**config.mk**
```make
export PLATFORM = sky130hd
export DESIGN_NAME = pipelined_cla_adder_flat
export DESIGN_NICKNAME = d
export VERILOG_FILES = /design/src/rtl/pipelined_cla_adder_if.sv /design/src/rtl/pipelined_cla_adder.sv /design/src/flat_wrapper.sv
export SDC_FILE = /design/constraint.sdc
export NUM_CORES = 1
export LEC_CHECK = 0
export ABC_CLOCK_PERIOD_IN_PS = 3400
export CORE_ASPECT_RATIO = 2
export CORE_MARGIN = 10
export CORE_UTILIZATION = 53
export DETAILED_ROUTE_END_ITERATION = 12
export PLACE_DENSITY_LB_ADDON = 0.2
export SYNTH_ARGS = -nofsm -noshare
export SYNTH_HDL_FRONTEND = slang
export SYNTH_SLANG_ARGS = --single-unit
```
**constraint.sdc**
```tcl
create_clock -name clk -period 3.4 [get_ports clk]
set_input_delay 0.68 -clock clk [delete_from_list [all_inputs] [get_ports clk]]
set_output_delay 0.68 -clock clk [all_outputs]
set_load 0.02 [all_outputs]
```
**src/rtl/pipelined_cla_adder_if.sv**
```systemverilog
// Operand/result handshake bundle for pipelined_cla_adder.
// The z/n/v flag signals exist only when PIPE_CLA_FLAGS_EN is defined.
interface pipelined_cla_adder_if #(
  parameter int unsigned WIDTH = 32
);
  logic             in_valid;
  logic             in_ready;
  logic [WIDTH-1:0] x;
  logic [WIDTH-1:0] y;
  logic             c_in;
  logic             sub;
  logic             out_valid;
  logic             out_ready;
  logic [WIDTH-1:0] s;
  logic             c_out;
`ifdef PIPE_CLA_FLAGS_EN
  logic             z;
  logic             n;
  logic             v;
`endif

  modport master (
    output in_valid, x, y, c_in, sub, out_ready,
    input  in_ready, out_valid, s, c_out
`ifdef PIPE_CLA_FLAGS_EN
    , input z, n, v
`endif
  );

  modport slave (
    input  in_valid, x, y, c_in, sub, out_ready,
    output in_ready, out_valid, s, c_out
`ifdef PIPE_CLA_FLAGS_EN
    , output z, n, v
`endif
  );
endinterface

```
**src/rtl/pipelined_cla_adder.sv**
```systemverilog
// Pipelined carry-lookahead adder/subtractor, GROUPS_PER_STAGE 4-bit groups per stage.
// Define PIPE_CLA_FLAGS_EN to build the registered z/n/v result flags.
module pipelined_cla_adder #(
  parameter int unsigned WIDTH            = 32,
  parameter int unsigned GROUPS_PER_STAGE = 2
) (
  input  logic                 clk,
  input  logic                 rst_n,
  pipelined_cla_adder_if.slave bus
);
  localparam int unsigned SliceW  = 4 * GROUPS_PER_STAGE;
  localparam int unsigned NSTAGES = WIDTH / SliceW;

  logic [WIDTH-1:0]   b_eff;
  logic               c0;
  logic [NSTAGES-1:0] v_q, v_d, load, en, up_valid;

  assign b_eff = bus.sub ? ~bus.y : bus.y;
  assign c0    = bus.sub | bus.c_in;

  // A stage can load when empty or when everything downstream of it moves this cycle.
  always_comb begin
    logic down;
    down = bus.out_ready;
    for (int k = int'(NSTAGES) - 1; k >= 0; k--) begin
      down    = !v_q[k] || down;
      load[k] = down;
    end
  end

  assign up_valid = (v_q << 1) | NSTAGES'(bus.in_valid);
  assign en       = load & up_valid;
  assign v_d      = en | (~load & v_q);

  always_ff @(posedge clk or negedge rst_n) begin
    if (!rst_n) begin
      v_q <= '0;
    end else begin
      v_q <= v_d;
    end
  end

  for (genvar k = 0; k < NSTAGES; k++) begin : g_stage
    localparam int unsigned DoneW = SliceW * k;
    localparam int unsigned RemW  = WIDTH - DoneW - SliceW;

    logic [WIDTH-DoneW-1:0]  src_x, src_b;
    logic                    src_c;
    logic [SliceW-1:0]       sum_slice;
    logic                    carry;
    logic [DoneW+SliceW-1:0] sum_d, sum_q;
    logic                    c_q;

    if (k == 0) begin : g_src
      assign src_x = bus.x;
      assign src_b = b_eff;
      assign src_c = c0;
      assign sum_d = sum_slice;
    end else begin : g_src
      assign src_x = g_stage[k-1].g_rem.x_q;
      assign src_b = g_stage[k-1].g_rem.b_q;
      assign src_c = g_stage[k-1].c_q;
      assign sum_d = {sum_slice, g_stage[k-1].sum_q};
    end

    // Group g/p first, then group carries from the stage carry-in.
    always_comb begin
      logic [SliceW-1:0]         a, b, g, p;
      logic [GROUPS_PER_STAGE:0] gc;
      logic                      gg, gp, c;
      a         = src_x[SliceW-1:0];
      b         = src_b[SliceW-1:0];
      g         = a & b;
      p         = a ^ b;
      gc        = '0;
      gc[0]     = src_c;
      sum_slice = '0;
      for (int j = 0; j < int'(GROUPS_PER_STAGE); j++) begin
        gg = g[4*j+3] | (p[4*j+3] & g[4*j+2]) | (p[4*j+3] & p[4*j+2] & g[4*j+1]) |
             ((&p[4*j+1 +: 3]) & g[4*j]);
        gp = &p[4*j +: 4];
        gc[j+1] = gg | (gp & gc[j]);
        c = gc[j];
        for (int i = 0; i < 4; i++) begin
          sum_slice[4*j+i] = p[4*j+i] ^ c;
          c = g[4*j+i] | (p[4*j+i] & c);
        end
      end
      carry = gc[GROUPS_PER_STAGE];
    end

    always_ff @(posedge clk or negedge rst_n) begin
      if (!rst_n) begin
        sum_q <= '0;
        c_q   <= 1'b0;
      end else if (en[k]) begin
        sum_q <= sum_d;
        c_q   <= carry;
      end
    end

    if (RemW > 0) begin : g_rem
      logic [RemW-1:0] x_q, b_q;
      always_ff @(posedge clk or negedge rst_n) begin
        if (!rst_n) begin
          x_q <= '0;
          b_q <= '0;
        end else if (en[k]) begin
          x_q <= src_x[WIDTH-DoneW-1:SliceW];
          b_q <= src_b[WIDTH-DoneW-1:SliceW];
        end
      end
    end

`ifdef PIPE_CLA_FLAGS_EN
    if (k == NSTAGES - 1) begin : g_flags
      logic z_q, n_q, ovf_q;
      always_ff @(posedge clk or negedge rst_n) begin
        if (!rst_n) begin
          z_q   <= 1'b0;
          n_q   <= 1'b0;
          ovf_q <= 1'b0;
        end else if (en[k]) begin
          z_q   <= (sum_d == '0);
          n_q   <= sum_slice[SliceW-1];
          ovf_q <= (src_x[SliceW-1] == src_b[SliceW-1]) &&
                   (sum_slice[SliceW-1] != src_x[SliceW-1]);
        end
      end
    end
`endif
  end

  assign bus.in_ready  = load[0];
  assign bus.out_valid = v_q[NSTAGES-1];
  assign bus.s         = g_stage[NSTAGES-1].sum_q;
  assign bus.c_out     = g_stage[NSTAGES-1].c_q;
`ifdef PIPE_CLA_FLAGS_EN
  assign bus.z = g_stage[NSTAGES-1].g_flags.z_q;
  assign bus.n = g_stage[NSTAGES-1].g_flags.n_q;
  assign bus.v = g_stage[NSTAGES-1].g_flags.ovf_q;
`endif
endmodule
```
**src/flat_wrapper.sv**
```systemverilog
// flat-port wrapper written by rule: the top's interface ports become plain ports
module pipelined_cla_adder_flat 
#(
  parameter int unsigned WIDTH            = 32,
  parameter int unsigned GROUPS_PER_STAGE = 2
)
  (clk, rst_n, bus_in_valid, bus_x, bus_y, bus_c_in, bus_sub, bus_out_ready, bus_in_ready, bus_out_valid, bus_s, bus_c_out);
  pipelined_cla_adder_if #(.WIDTH(WIDTH)) bus_i ();
  input  logic clk;
  input  logic rst_n;
  input wire logic [$bits(bus_i.in_valid)-1:0] bus_in_valid;
  input wire logic [$bits(bus_i.x)-1:0] bus_x;
  input wire logic [$bits(bus_i.y)-1:0] bus_y;
  input wire logic [$bits(bus_i.c_in)-1:0] bus_c_in;
  input wire logic [$bits(bus_i.sub)-1:0] bus_sub;
  input wire logic [$bits(bus_i.out_ready)-1:0] bus_out_ready;
  output wire logic [$bits(bus_i.in_ready)-1:0] bus_in_ready;
  output wire logic [$bits(bus_i.out_valid)-1:0] bus_out_valid;
  output wire logic [$bits(bus_i.s)-1:0] bus_s;
  output wire logic [$bits(bus_i.c_out)-1:0] bus_c_out;
  assign bus_i.in_valid = bus_in_valid;
  assign bus_i.x = bus_x;
  assign bus_i.y = bus_y;
  assign bus_i.c_in = bus_c_in;
  assign bus_i.sub = bus_sub;
  assign bus_i.out_ready = bus_out_ready;
  assign bus_in_ready = bus_i.in_ready;
  assign bus_out_valid = bus_i.out_valid;
  assign bus_s = bus_i.s;
  assign bus_c_out = bus_i.c_out;
  pipelined_cla_adder #(.WIDTH(WIDTH), .GROUPS_PER_STAGE(GROUPS_PER_STAGE)) u_core (.clk(clk), .rst_n(rst_n), .bus(bus_i));
endmodule
```
==> run summary <==
Syn_nets -> 733
Area occupied by multi-input gates -> 3470 µm²
Slew @ Worst Pin -> 0.881 ns
Die Span Y -> 197 µm
Post-synthesis xor/xnor area fraction -> 0.0421
FP Rows -> 64
Final Total Pwr -> 7.97 mW
DP Area -> 9620 µm²
Asr flop ratio synth -> 1.00
Commonest non-fill, non-tap cells in the layout -> dfrtp_1, mux2_2, clkdlybuf4s50_1
Worst-path maximum fanout -> 2
IO Port Bufs -> 104
Die width -> 109 µm
# DRC -> 0
Max_cap viols -> 0
Adder-Cell Fraction of Synth Area -> 0.106
Synthesized instance count -> 607
Slew headroom -> 0.411
EDFF count, synth -> 0
Crit path launch type -> input port
Cell mode on critical path -> fa_1
Final period utilization -> 0.919
Yosys reg bits -> 184
Diode count -> 0
Leak Pwr -> 4.45 nW
Post-Synth Simple-Gate Area -> 0.0346
FMAX -> 320 MHz
Initial core utilization -> 0.542
Fin. max-slew vios -> 0
Top_reg_cell synth -> dfrtp_1
Mux share of post-synthesis cell area -> 0.187
Core Region -> 15400 µm²
Cells after DPL -> 899
Outcome -> completed
Share of cells above drive strength 1 -> 0.261
Initial antenna violation count -> 0
Worst-path cell chain -> clkdlybuf4s50_1 -> xor2_1 -> ha_1 -> o211ai_1 -> o21ai_1 -> a21oi_1 -> fa_1 -> fa_1 -> fa_1 -> xor2_1 -> o21ai_0
First-pass GRT wire length -> 27200 µm
Maximum level of the CTS H-tree -> 4
Root buffer cell -> clkbuf_16
DR WL/cell -> 17.1 µm
Tmin final -> 3.13 ns
DRT antenna net count -> 0
Fillers -> 1187
RSZ-0062 raised after global routing -> no
Largest net degree at the start of global routing -> 90
Io pins -> 105
GR Util All Layers -> 0.161
Largest family of logic cells by synthesized area -> multiplexers
CP endpoint kind -> register
Worst Path Required -> 3.74 ns
# nets final -> 846
Compound-cell area share of the yosys netlist -> 0.0475
Detailed Route WL -> 15900 µm
Synth-to-Final Area Change -> 22.4%
Via/cell ratio -> 5.25
Synth cell types -> 31
1st-iter DRT viols -> 126
Grt ovf -> 0
Crit path kind -> input port to register
TritonCTS Buffers -> 17
WP data arrival -> 3.46 ns
Yosys warning count -> 0
Final Instance Count excl. Fillers -> 931
CTS Hold Bufs -> 0
WL met2 -> 9240 µm
Max Clock Skew -> 0.00968 ns
Finished Cell Area -> 10200 µm²
Mapped cell area -> 8330 µm²
Syn_area_per_cell -> 13.7 µm²
Clock Latency Late Sink -> 0.42 ns
Setup violators final -> 0
Clk buf depth -> 2
Hpwl dp -> 11600 µm
Register area -> 4600 µm²
Post-synthesis sequential area ratio -> 0.553
Min-Delay Path Class -> input port to asynchronous set/reset pin
Clock sinks -> 184
TritonCTS clock tree -> yes
Gpl congestion -> 0.804
Peak supply drop -> 0.000406 V
TritonRoute pass-1 iters -> 4
Vias -> 4884
Max layer used -> met4
CTS clk-pin slew, worst paths -> 0.07 ns
Worst path slowest cell -> clkdlybuf4s50_1
Fin. Hold Viols -> 0
Met1 wire length -> 5820 µm
Vias in the first global route -> 5546
Met3 Wirelength -> 562 µm
Hold slack final -> 0.219 ns
Commonest non-fill, non-tap cell in the layout -> dfrtp_1
Slowest cell delay on critical path -> 0.48 ns
Die ar. -> 21400 µm²
Power Density -> 783 nW/µm²
==> per-layer routing <==
metal,up-vias,track usage
met5,-,0
met4,0,0.0579
met3,19,0.0366
met2,81,0.302
met1,2478,0.167
li1,2306,-
==> worst max-delay path: cells and delay by family <==
kind | cells | cell delay (ns)
xor+xnor | 2 | 0.34
fa+ha+maj | 4 | 1.42
buf+inv | 1 | 0.48
compound gates | 4 | 0.54
==> synth_stat cells (2+ instances only) <==
cell type	n	area, µm²
a211oi_1	2	15.0
a21oi_1	18	90.1
buf_2	14	70.1
buf_4	5	37.5
buf_6	4	45.0
clkbuf_1	2	7.51
dfrtp_1	184	4600
fa_1	24	480
ha_1	32	400
inv_1	25	93.8
mux2_2	137	1540
nand2_1	49	184
nand2b_1	4	25.0
nand3_1	2	10.0
nand4_1	3	18.8
nor2_1	3	11.3
nor3_1	2	10.0
o21ai_0	44	220
o221ai_1	2	17.5
or2_2	2	12.5
xnor2_1	30	263
xor2_1	10	87.6
==> kinds of logic after synthesis <==
group | Yosys count
AO/OA/AOI/OAI | 72
XOR/XNOR | 40
adder cells (fa/ha/maj) | 56
buffers and inverters | 50
flip-flops | 184
multiplexers | 138
AND/OR/NAND/NOR | 67
==> state kept, by name, summed over array words and instances (netlist names), named ones only <==
name,cells
u_core.bus.c_out,1
u_core.bus.s,32
u_core.g_stage.c_q,3
u_core.g_stage.g_rem.b_q,48
u_core.g_stage.g_rem.x_q,48
u_core.g_stage.sum_q,48
==> final cells by class <==
class | count | area share
Tap cell | 198 | 0.0243
Clock buffer | 18 | 0.0421
Multi-Input combinational cell | 373 | 0.341
Clock inverter | 14 | 0.0135
Inverter | 25 | 0.00921
Sequential cell | 184 | 0.452
Timing Repair Buffer | 119 | 0.118
==> metrics by stage <==
| stage | utilization | setup WS [ns] | TNS (ns) |
|---|---|---|---|
| after floorplan | - | 0.0880 | 0 |
| after global placement | 0.626 | -0.0395 | -0.0395 |
| after global routing | 0.663 | 0.0705 | 0 |
| after detailed placement | 0.626 | -0.211 | -0.316 |
| final | 0.663 | 0.274 | 0 |
| after CTS | 0.663 | 0.244 | 0 |
==> power by group <==
part / internal [mW] / total, mW / switching, mW
Combinational: 1.47 / 2.67 / 1.20
Sequential: 2.96 / 3.44 / 0.473
Clock: 0.973 / 1.87 / 0.893
Total: 5.40 / 7.97 / 2.57
==> repair_timing <==
action,CTS,global route
resized for setup,0,1
setup endpoints to repair,0,1
setup buffers,0,0
==> path summary, 6_finish.rpt <==
| path | end | slack, ns | from | depth (start not counted) |
|---|---|---|---|---|
| max in group asynchronous | u_core.bus.s[10] | 2.28 | rst_n | 2 |
| hold reg to reg | u_core.g_stage[0].g_rem.b_q[17] | 0.47 | u_core.g_stage[0].g_rem.b_q[17] | 2 |
| hold / removal | u_core.g_stage[0].g_rem.x_q[21] | 0.22 | rst_n | 1 |
| setup reg to reg | u_core.g_stage[2].sum_q[22] | 0.40 | u_core.g_stage[1].g_rem.b_q[2] | 7 |
| min in group clk | u_core.g_stage[0].g_rem.b_q[17] | 0.47 | u_core.g_stage[0].g_rem.b_q[17] | 2 |
| setup / recovery | u_core.g_stage[0].sum_q[7] | 0.27 | bus_y[0] | 11 |
No activity file was read; power rests on OpenSTA's default activity.
==> patch (same settings) <==
`GROUPS_PER_STAGE` is set to 2 in 2 places; all go to 1.
--- a/src/rtl/pipelined_cla_adder.sv
+++ b/src/rtl/pipelined_cla_adder.sv
@@ -4,3 +4,3 @@
   parameter int unsigned WIDTH            = 32,
-  parameter int unsigned GROUPS_PER_STAGE = 2
+  parameter int unsigned GROUPS_PER_STAGE = 1
 ) (
--- a/src/flat_wrapper.sv
+++ b/src/flat_wrapper.sv
@@ -4,3 +4,3 @@
   parameter int unsigned WIDTH            = 32,
-  parameter int unsigned GROUPS_PER_STAGE = 2
+  parameter int unsigned GROUPS_PER_STAGE = 1
 )
Formal check against the unedited RTL: not equivalent (Yosys sat finds a counterexample within 10 cycles, from zero or initial values and one cycle with rst_n low).
==> patch against the original RTL <==
- non-clock buffer count is 4 higher
- sequential power grew 120%
- cell area increased by 81%
- die area is 74% higher
- count of clock-buffer cells in the layout is 34 higher
- sequential cell count is 200 higher
- synthesized cell count increased by 73%
- largest power group unchanged
- routed wire length up 55%
- clock skew down 0.0025 ns
- area after synthesis up 89%
- worst setup slack gained 0.30 ns
- power is 99% higher
- critical path depth down 6
==> patch: results <==
metrics = {
    "worst_setup_path": {
        "crit_fanout": 3,
        "regToRegStartpoint": "u_core.g_stage[2].g_rem.b_q[0]$_DFFE_PN0P_",
        "max_stage_delay_ns": 0.56,
        "reg2reg_depth": 6,
        "cp.arrival_ns": 2.15,
        "ff2ff_setup_slack_ns": 1.31,
        "critical_path.top_delay_family": "buffers and inverters",
    },
    "placed_design": {
        "post_dp_cell_area_um2": 17300,
        "dp.cells": 1491,
        "gp_congestion": 0.741,
    },
    "final_layout": {
        "final-clk-cell-share_pct": 6.11,
        "multi_input_area_share_pct": 31.3,
        "reg.largest.list": "u_core.g_stage.g_rem.b_q x112, u_core.g_stage.g_rem.x_q x112, u_core.g_stage.sum_q x112",
        "layoutNonFillerInstCount": 1550,
        "nClkBuffers": 52,
        "n_all_buffers": 123,
        "nets": 1289,
    },
    "clock_network": {
        "cts_buffers": 34,
        "clock_path_buffers": 3,
        "worstSkewPairLatency_ns": 0.50,
    },
    "sta": {
        "holdWs_ns": 0.149,
        "clock_skew_ns": 0.00720,
        "tightest_slew_ns": 0.657,
    },
    "routing": {
        "wire_per_inst_um": 15.9,
        "drt_iter0_markers": 360,
        "vias": 8111,
        "drt-met1-wl_um": 10900,
        "routed-wl-met3_um": 943,
    },
    "synth": {
        "synth-seq-cells": 384,
        "yosys.area_share.xor_xnor_pct": 2.23,
        "synth_compound_area_share_pct": 3.50,
        "synth.avg_cell_area_um2": 14.9,
        "synth_cell_types": 37,
        "synthAdderAreaFrac_pct": 5.61,
    },
    "grt": {
        "gr-usage-all-layers_pct": 13.7,
        "grt_use_met2_pct": 22.5,
        "grt_max_degree": 94,
        "grt_pass1_wl_um": 43700,
    },
    "power_and_ir_drop": {
        "p_total_mw": 15.9,
        "p_leak_nw": 8.10,
        "comb_power_mw": 4.68,
    },
    "status": {
        "status": "finished, final reports clean",
    },
}
## patch: cell count changes in the layout (fill, tap and decap cells not counted), moves of 9 or more
cell | unedited run | this run
mux2_1 | 0 | 41
clkbuf_16 | 17 | 37
inv_1 | 25 | 38
o21ai_0 | 43 | 52
dfrtp_1 | 184 | 384
mux2_2 | 137 | 279
## patch: worst max-delay path by stage
| stage | cells past startpoint | slack [ns] | startpoint | to |
|---|---|---|---|---|
| 2_1_floorplan | 9 | 0.34 | bus_sub | u_core.g_stage[0].sum_q[2]$_DFFE_PN0P_ |
| 3_3_place_gp | 8 | 0.35 | bus_y[0] | u_core.g_stage[0].sum_q[2]$_DFFE_PN0P_ |
| 3_5_place_dp | 8 | 0.33 | bus_y[0] | u_core.g_stage[0].sum_q[2]$_DFFE_PN0P_ |
| 4_1_cts | 5 | 0.58 | bus_out_ready | bus_in_ready |
| 5_1_grt | 5 | 0.47 | bus_out_ready | bus_in_ready |
| 6_report | 5 | 0.57 | bus_out_ready | bus_in_ready |
